--- config.mk ---
export PLATFORM = sky130hd
export DESIGN_NAME = ascii_ps2_tx
export DESIGN_NICKNAME = d
export VERILOG_FILES = /design/src/rtl/ascii_ps2_tx.sv
export SDC_FILE = /design/constraint.sdc
export NUM_CORES = 1
export LEC_CHECK = 0
export ABC_AREA = 1
export CORE_MARGIN = 5
export CORE_UTILIZATION = 45
export CTS_CLUSTER_DIAMETER = 200
export DETAILED_ROUTE_END_ITERATION = 7
export DONT_BUFFER_PORTS = 1
export SYNTH_ARGS = -nofsm -noshare
export SYNTH_HDL_FRONTEND = slang
export SYNTH_SLANG_ARGS = --single-unit
--- constraint.sdc ---
create_clock -name clk -period 2.6 [get_ports clk]
set_input_delay 0.26 -clock clk [delete_from_list [all_inputs] [get_ports clk]]
set_output_delay 0.26 -clock clk [all_outputs]
set_load 0.01 [all_outputs]
--- src/rtl/ascii_ps2_tx.sv ---
// Keyboard-side PS/2 transmitter: maps an ASCII byte to set-2 scan codes and
// serialises make/break frames (with shift wrapping for capitals) onto ps2_clk/ps2_data.
module ascii_ps2_tx #(
  parameter int CLK_DIV    = 50,
  parameter int GAP_CYCLES = 200
) (
  input  logic       clk,
  input  logic       rst,
  input  logic       ascii_valid,
  input  logic [7:0] ascii_data,
  output logic       ascii_ready,
  output logic       ps2_clk,
  output logic       ps2_data,
  output logic       err
);

  localparam int CW = $clog2(CLK_DIV) + 1;
  localparam int GW = $clog2(GAP_CYCLES) + 1;

  typedef enum logic [2:0] {S_IDLE, S_LOAD, S_FRAME, S_GAP, S_DONE, S_ERR} state_t;

  state_t          state, state_n;
  logic [CW-1:0]   half_cnt, half_cnt_n;
  logic            phase, phase_n;
  logic [3:0]      bit_idx, bit_idx_n;
  logic [2:0]      byte_idx, byte_idx_n;
  logic [GW-1:0]   gap_cnt, gap_cnt_n;
  logic [7:0]      char_q;
  logic [7:0]      tx_byte, tx_byte_n;
  logic [7:0]      map_in;
  logic [7:0]      key_code;
  logic            key_ok;
  logic            shift;
  logic [7:0]      seq_byte;
  logic [2:0]      last_idx;
  logic [10:0]     frame_word;
  logic            clk_n;
  logic            data_n;

  // Returns {mapped, shift, scan_code}; capitals fold onto the lowercase key.
  function automatic logic [9:0] map_ascii(input logic [7:0] c);
    logic [7:0] lc;
    logic [7:0] k;
    logic       ok;
    logic       up;
    up = (c >= 8'h41) && (c <= 8'h5A);
    lc = up ? (c | 8'h20) : c;
    ok = 1'b1;
    k  = 8'h00;
    case (lc)
      8'h61: k = 8'h1C;  8'h62: k = 8'h32;  8'h63: k = 8'h21;  8'h64: k = 8'h23;
      8'h65: k = 8'h24;  8'h66: k = 8'h2B;  8'h67: k = 8'h34;  8'h68: k = 8'h33;
      8'h69: k = 8'h43;  8'h6A: k = 8'h3B;  8'h6B: k = 8'h42;  8'h6C: k = 8'h4B;
      8'h6D: k = 8'h3A;  8'h6E: k = 8'h31;  8'h6F: k = 8'h44;  8'h70: k = 8'h4D;
      8'h71: k = 8'h15;  8'h72: k = 8'h2D;  8'h73: k = 8'h1B;  8'h74: k = 8'h2C;
      8'h75: k = 8'h3C;  8'h76: k = 8'h2A;  8'h77: k = 8'h1D;  8'h78: k = 8'h22;
      8'h79: k = 8'h35;  8'h7A: k = 8'h1A;
      8'h30: k = 8'h45;  8'h31: k = 8'h16;  8'h32: k = 8'h1E;  8'h33: k = 8'h26;
      8'h34: k = 8'h25;  8'h35: k = 8'h2E;  8'h36: k = 8'h36;  8'h37: k = 8'h3D;
      8'h38: k = 8'h3E;  8'h39: k = 8'h46;
      8'h20: k = 8'h29;  8'h0A: k = 8'h5A;  8'h08: k = 8'h66;
      default: ok = 1'b0;
    endcase
    return {ok, up & ok, k};
  endfunction

  // Byte n of the keystroke: [12] K F0 K [F0 12].
  function automatic logic [7:0] seq_sel(input logic [2:0] idx, input logic sh,
                                         input logic [7:0] k);
    logic [7:0] b;
    b = 8'hF0;
    if (sh) begin
      case (idx)
        3'd0:    b = 8'h12;
        3'd1:    b = k;
        3'd2:    b = 8'hF0;
        3'd3:    b = k;
        3'd4:    b = 8'hF0;
        3'd5:    b = 8'h12;
        default: b = 8'hF0;
      endcase
    end else begin
      case (idx)
        3'd0:    b = k;
        3'd1:    b = 8'hF0;
        3'd2:    b = k;
        default: b = 8'hF0;
      endcase
    end
    return b;
  endfunction

  // While idle the live input is classified so err can fire the cycle after acceptance.
  assign map_in                      = (state == S_IDLE) ? ascii_data : char_q;
  assign {key_ok, shift, key_code}   = map_ascii(map_in);
  assign seq_byte                    = seq_sel(byte_idx, shift, key_code);
  assign last_idx                    = shift ? 3'd5 : 3'd2;
  assign tx_byte_n                   = (state == S_LOAD) ? seq_byte : tx_byte;
  assign frame_word                  = {1'b1, ~^tx_byte_n, tx_byte_n, 1'b0};

  // LOAD doubles as the first high-phase cycle of the start bit.
  always_comb begin
    state_n    = state;
    half_cnt_n = half_cnt;
    phase_n    = phase;
    bit_idx_n  = bit_idx;
    byte_idx_n = byte_idx;
    gap_cnt_n  = gap_cnt;
    case (state)
      S_IDLE: begin
        if (ascii_valid) begin
          state_n = key_ok ? S_LOAD : S_ERR;
        end else begin
          state_n = S_IDLE;
        end
      end
      S_LOAD, S_FRAME: begin
        state_n = S_FRAME;
        if (half_cnt == CW'(CLK_DIV - 1)) begin
          half_cnt_n = '0;
          if (!phase) begin
            phase_n = 1'b1;
          end else begin
            phase_n = 1'b0;
            if (bit_idx == 4'd10) begin
              bit_idx_n = 4'd0;
              state_n   = S_GAP;
            end else begin
              bit_idx_n = bit_idx + 4'd1;
            end
          end
        end else begin
          half_cnt_n = half_cnt + CW'(1);
        end
      end
      S_GAP: begin
        if (gap_cnt == GW'(GAP_CYCLES - 1)) begin
          gap_cnt_n = '0;
          if (byte_idx == last_idx) begin
            byte_idx_n = 3'd0;
            state_n    = S_DONE;
          end else begin
            byte_idx_n = byte_idx + 3'd1;
            state_n    = S_LOAD;
          end
        end else begin
          gap_cnt_n = gap_cnt + GW'(1);
        end
      end
      S_DONE:  state_n = S_IDLE;
      S_ERR:   state_n = S_IDLE;
      default: state_n = S_IDLE;
    endcase

    clk_n  = 1'b1;
    data_n = 1'b1;
    if (state_n == S_LOAD || state_n == S_FRAME) begin
      clk_n  = ~phase_n;
      data_n = frame_word[bit_idx_n];
    end else begin
      clk_n  = 1'b1;
      data_n = 1'b1;
    end
  end

  // State, counters and registered line outputs.
  always_ff @(posedge clk) begin
    if (rst) begin
      state       <= S_IDLE;
      half_cnt    <= '0;
      phase       <= 1'b0;
      bit_idx     <= 4'd0;
      byte_idx    <= 3'd0;
      gap_cnt     <= '0;
      char_q      <= 8'h00;
      tx_byte     <= 8'h00;
      ascii_ready <= 1'b1;
      ps2_clk     <= 1'b1;
      ps2_data    <= 1'b1;
      err         <= 1'b0;
    end else begin
      state       <= state_n;
      half_cnt    <= half_cnt_n;
      phase       <= phase_n;
      bit_idx     <= bit_idx_n;
      byte_idx    <= byte_idx_n;
      gap_cnt     <= gap_cnt_n;
      tx_byte     <= tx_byte_n;
      if (state == S_IDLE && ascii_valid) begin
        char_q <= ascii_data;
      end else begin
        char_q <= char_q;
      end
      ascii_ready <= (state_n == S_IDLE);
      ps2_clk     <= clk_n;
      ps2_data    <= data_n;
      err         <= (state_n == S_ERR);
    end
  end

endmodule
[Word-level counts from Yosys, hierarchy flattened]
Index checks and enable logic that the tools add are counted.
Storage, ports and cells
  flip-flop bits (word level): 47
  input bits: 11
  word-level logic and storage cells: 118
Operators by class
  add/sub/neg operators: 4
  magnitude comparators: 3
  equal/unequal tests: 53
  muxes and demuxes: 29
  bitwise operators: 3
  reductions and logical operators: 14
Operator list (count)
  $pmux 7 s39: 1
  $eq 8x7->1 const B: 26
  $eq 8x6->1 const B: 11
  $reduce_or 39->1: 1
  $mux 8: 4
  $mux 3: 6
  $eq 8x4->1 const B: 2
  $mux 4: 4
  $pmux 8 s2: 1
  $eq 3x2->1 const B: 5
  $reduce_or 2->1: 5
  $add 9x1->9 const B: 1
  $eq 3x1->1 const B: 3
  $eq 9x8->1 const B: 1
  $logic_not 3->1: 3
  $mux 9: 1
  $pmux 3 s3: 1
  $ge 8x7->1 const B: 1
  $le 8x7->1 const B: 1
  $mux 1: 8
  $reduce_xnor 8->1: 1
  $add 7x1->7 const B: 1
  $eq 7x6->1 const B: 1
  $mux 7: 1
  other kinds (13): 16

[Logic depth before layout (Yosys ltp)]
  depth after elaboration: 18
  gate-level depth with buffers: 29

[Worst setup path before layout]
OpenSTA, ideal clock, no wires.
  kind: reg2reg
  start: reg state[0]
  end: reg ps2_data
  setup time: 112 ps
  arrival: 2445 ps
  data required time: 2488 ps
  slack: 43 ps
  stages on the path, launching flop included: 26
  buffers on the path: 1
  cells stage by stage: dfxtp_1 nor2_4 nand2_4 buf_6 o21ai_4 nand2_4 nor2_2 nand3_4 nand2_4 nand2_4 nor2_8 o21ai_1 inv_1 nor2_1 nand3_2 nand3_2 nand2_2 nand2_1 nand2_1 nand2_1 nand2_1 nand2_1 nand3_1 nand2_1 nand2_1 nand2_1
On the way
  longest elaborated chain between the ends: 18
  elaborated cells on any way between the ends: 73
  those cells by class: 2 x order compare; 45 x eq/ne; 17 x mux; 2 x bitwise; 7 x reduce/logical
RTL lines
  start: declaration: RTL line 22  | state_t state, state_n;
  start signal: assignment: RTL line 182  | state <= state_n;
  $logic_not 3->1: RTL line 94, 109
  $mux 8: RTL line 94  | assign map_in = (state == S_IDLE) ? ascii_data : char_q;
  $ge 8x7->1 / $le 8x7->1 (equally long branches): RTL line 46  | up = (c >= 8'h41) && (c <= 8'h5A);
  $logic_and 1x1->1: RTL line 46
  $mux 6: RTL line 47  | lc = up ? (c | 8'h20) : c;
  $eq 8x4->1, or another cell as far along: RTL line 50  | case (lc)
  $reduce_or 39->1 (no line)
  $mux 1: RTL line 50
  (+2 left out)
  $eq 3x3->1: RTL line 139  | if (byte_idx == last_idx) begin
  $mux 3: RTL line 139
  $mux 3: RTL line 137  | if (gap_cnt == GW'(GAP_CYCLES - 1)) begin
  $pmux 3 s3: RTL line 109  | case (state)
  $eq 3x1->1 / $eq 3x2->1 (equally long branches): RTL line 157  | if (state_n == S_LOAD || state_n == S_FRAME) begin
  $logic_or 1x1->1: RTL line 157
  $not 1->1 (no line)
  $reduce_or 2->1 (no line)
  end signal: assignment: RTL line 196  | ps2_data <= data_n;
  end: declaration: RTL line 13  | output logic ps2_data,
Several ways; a longest one is shown, not always the timed one. The select of a mux whose other input is x is not followed.
A chain may end at the register's enable or synchronous reset.

[Final worst setup path]
Same ends and word-level chain as after synthesis.

==> out/metrics.cfg <==
[status]
status = complete, but fails checks
failed_checks = setup timing

[critical_path]
r2r-end = ps2_data
reg2reg_depth = 20
cp-end-kind = flop
r2r_slack_ps = -330
worstSetupPathType = reg2reg
cp-start-kind = flop
worstPathRequired_ps = 2820
worstPathMaxFanout = 7
worst_ep_arrival_time_ps = 3140
r2r_start = state[0]

[min_path]
hold_path_depth = 1
whs_endpoint = bit_idx[0]
hp-class = in2reg
min-delay-start = rst

[final_layout]
postLayoutCellArea_mm2 = 0.00476
synthToLayoutAreaGrowth_pct = 34.1
postLayoutCoreUtil_pct = 61.9
final_cells = 770
layout.nets = 684
layout-drive-gt1-share_pct = 31.4
insertedDiodeCount = 0

[clocking]
numCtsBuffers = 5
cts_tree = built
cts_root_buf = clkbuf_8
insertion_delay_ps = 310
cts.sinks = 47
clk_path_buf_depth = 2
clk_pin_slew_ps = 100
htreeDepth = 2

[global_routing]
grt.overflow.total = 0
grt_usage_pct = 20.5
grt_pass1_vias = 3696
antenna_found_initial = 0
grt_max_degree = 24
grt_pass1_wl_mm = 16.7

[power_and_ir_drop]
seq_power_share_pct = 21.6
switching_share_pct = 46.4
ir_drop_mv = 0.439
p_int_mw = 2.13
power_leakage_nw = 2.36
p_clk_share_pct = 12.0
power_frac_comb_pct = 66.3
total_power_mw = 3.96
power_density_mw_per_mm2 = 833
p_sw_mw = 1.84

[sta]
skew_ps = 12.9
slew_violations = 0
finalCriticalPeriod_ps = 2930
setup_viol_count_final = 7
grt_setup_unrepaired = true
fmax_mhz = 342
holdWs_ps = 13.9
slew_headroom_pct = 57.9
period_share_pct = 113
setup_tns_ps = -1190
hold_viol = 0
worst_pin_slew_ps = 625
layout_setup_ws_ps = -327

[detailed_routing]
ant_nets = 0
vias = 3944
wire_per_inst_um = 13.7
avgViaCountPerCell = 5.12
routed_wl_mm = 10.6
route.detailed.drc = 0
drt_pass1_iterations = 5
dr.first_iter.drc_count = 125

[synthesis]
syn_inst = 573
ys.flop_type = dfxtp_1
syn_area_mm2 = 0.00355
synth_edf_count = 0
synth-async-reset-ratio_pct = 0
synth_top_area_cell = dfxtp_1
yosysTopAreaCellShare_pct = 26.5
yosysWarnings = 0
syn_nets = 590
ys_types = 43
syn-mean-instance-area_um2 = 6.19
synth.area.top_cells = dfxtp_1 (27%), nand2_1 (15%), inv_1 (8.9%), nor2_1 (8.8%), nand3_1 (6.2%)
yosysSeqAreaShare_pct = 26.5
ys_ff_latch = 47

[placement]
port_buffers = 0
pre_cts_ws_ps = -333
placed_cells = 740
globalplace.congestion = 0.937
dp_hpwl_mm = 7.80
place_area_mm2 = 0.00415

[floorplan]
fp-row-count = 32
dieArea_mm2 = 0.00976
initial_utilization_pct = 46.1
fp.dieW_um = 98.8
core_area_mm2 = 0.00769
boundaryPins = 15
die_y_um = 98.8

[job]
drv_cap = 0

-- flip-flops by register name, indices dropped and copies added (netlist names) --
name         count
half_cnt         7
phase            1
gap_cnt          9
state            3
ps2_data         1
bit_idx          4
ps2_clk          1
ascii_ready      1
tx_byte          8
char_q           8
err              1
byte_idx         3
-- cells in the final DEF (no fill, tap or decap), drive strengths merged, types with 12 or more instances in the layout --
master and count:
nor3 12, dfxtp 47, inv 87, nand4 19, nand2 155, nand3 50, a21oi 22, nor2 95
o21ai 37, buf 91
-- worst max-delay path, stage by stage, from the launching register on --
cell and delay (ps):
dfxtp_2 350, nor2_4 190, nand2_4 110, buf_6 140, o21ai_4 180, nand2_4 80
nor2_4 120, nand3_4 130, buf_6 170, o21ai_0 500, nand3_2 240, nand2_2 140
nand2_1 70, nand2_2 70, nand2_1 60, nand2_1 50, nand2_1 40, nand3_1 70
nand2_1 50, nand2_1 50, nand2_1 40
-- cell type report --
| type | instances | area [um2] |
|---|---|---|
| clock buffers | 6 | 82.6 |
| clock inverters | 2 | 16.3 |
| fillers | 746 | 2930 |
| inverters | 89 | 340 |
| multi-input cells | 430 | 2510 |
| flip-flops and latches | 47 | 943 |
| well taps | 102 | 128 |
| repair buffers | 94 | 739 |
-- Yosys cell counts (3+ instances only) --
| cell | instances |
|---|---|
| o2111ai_1 | 3 |
| a211oi_1 | 4 |
| nand3_1 | 44 |
| buf_6 | 5 |
| nand2_1 | 142 |
| nor2_4 | 3 |
| clkbuf_1 | 4 |
| nor2_2 | 5 |
| nor3_1 | 11 |
| nand2_2 | 7 |
| a21oi_1 | 22 |
| inv_2 | 3 |
| o211ai_1 | 6 |
| o21ai_1 | 4 |
| dfxtp_1 | 47 |
| o21ai_0 | 29 |
| nand2_4 | 4 |
| ha_1 | 6 |
| inv_1 | 84 |
| xor2_1 | 4 |
| nand3b_1 | 5 |
| nand3_2 | 5 |
| nor2_1 | 83 |
| nand4_1 | 18 |
-- how the worst max path moves through the flow --
stage / startpoint / end / depth (start not counted)
final: state[0] / ps2_data / 20
after global routing: state[0] / ps2_data / 20
after CTS: state[1] / ps2_data / 26
after detailed placement: state[0] / ps2_data / 27
after global placement: state[0] / ps2_data / 26
after floorplan: state[0] / ps2_data / 25
-- logic make-up after synthesis --
family	count (synthesis)	synth area share [%]
xor+xnor	4	0.988
buf+inv	100	12.0
compound gates	80	13.8
fa+ha+maj	6	2.12
flops	47	26.5
simple gates	336	44.6
-- power by group through the flow --
stage	Clock (mW)	Sequential, mW	Combinational, mW
2_1_floorplan	0	0.865	1.30
3_3_place_gp	0	0.870	2.08
3_5_place_dp	0	0.872	2.08
4_1_cts	0.493	0.856	2.21
5_1_grt	0.534	0.868	2.86
6_report	0.477	0.858	2.63
-- repair_timing --
action	4_1_cts	5_1_grt
gates resized for setup	14	81
pin swaps	6	53
buffers inserted	6	10
gates cloned	1	3
endpoints found under the hold margin	2	8
hold buffers	1	2
endpoints found under the setup margin	7	9
-- layer usage --
layer | wire, um | up-vias | part of all wire [%] | global-route usage [%]
met2 | 5050 | 84 | 48 | 33.5
met3 | 395 | 21 | 3.7 | 3.47
met5 | 0 | - | 0 | 0
li1 | - | 2044 | - | -
met4 | 227 | 0 | 2.1 | 6.30
met1 | 4920 | 1795 | 46 | 27.7
Note: power is estimated with default switching activity, not from simulation.
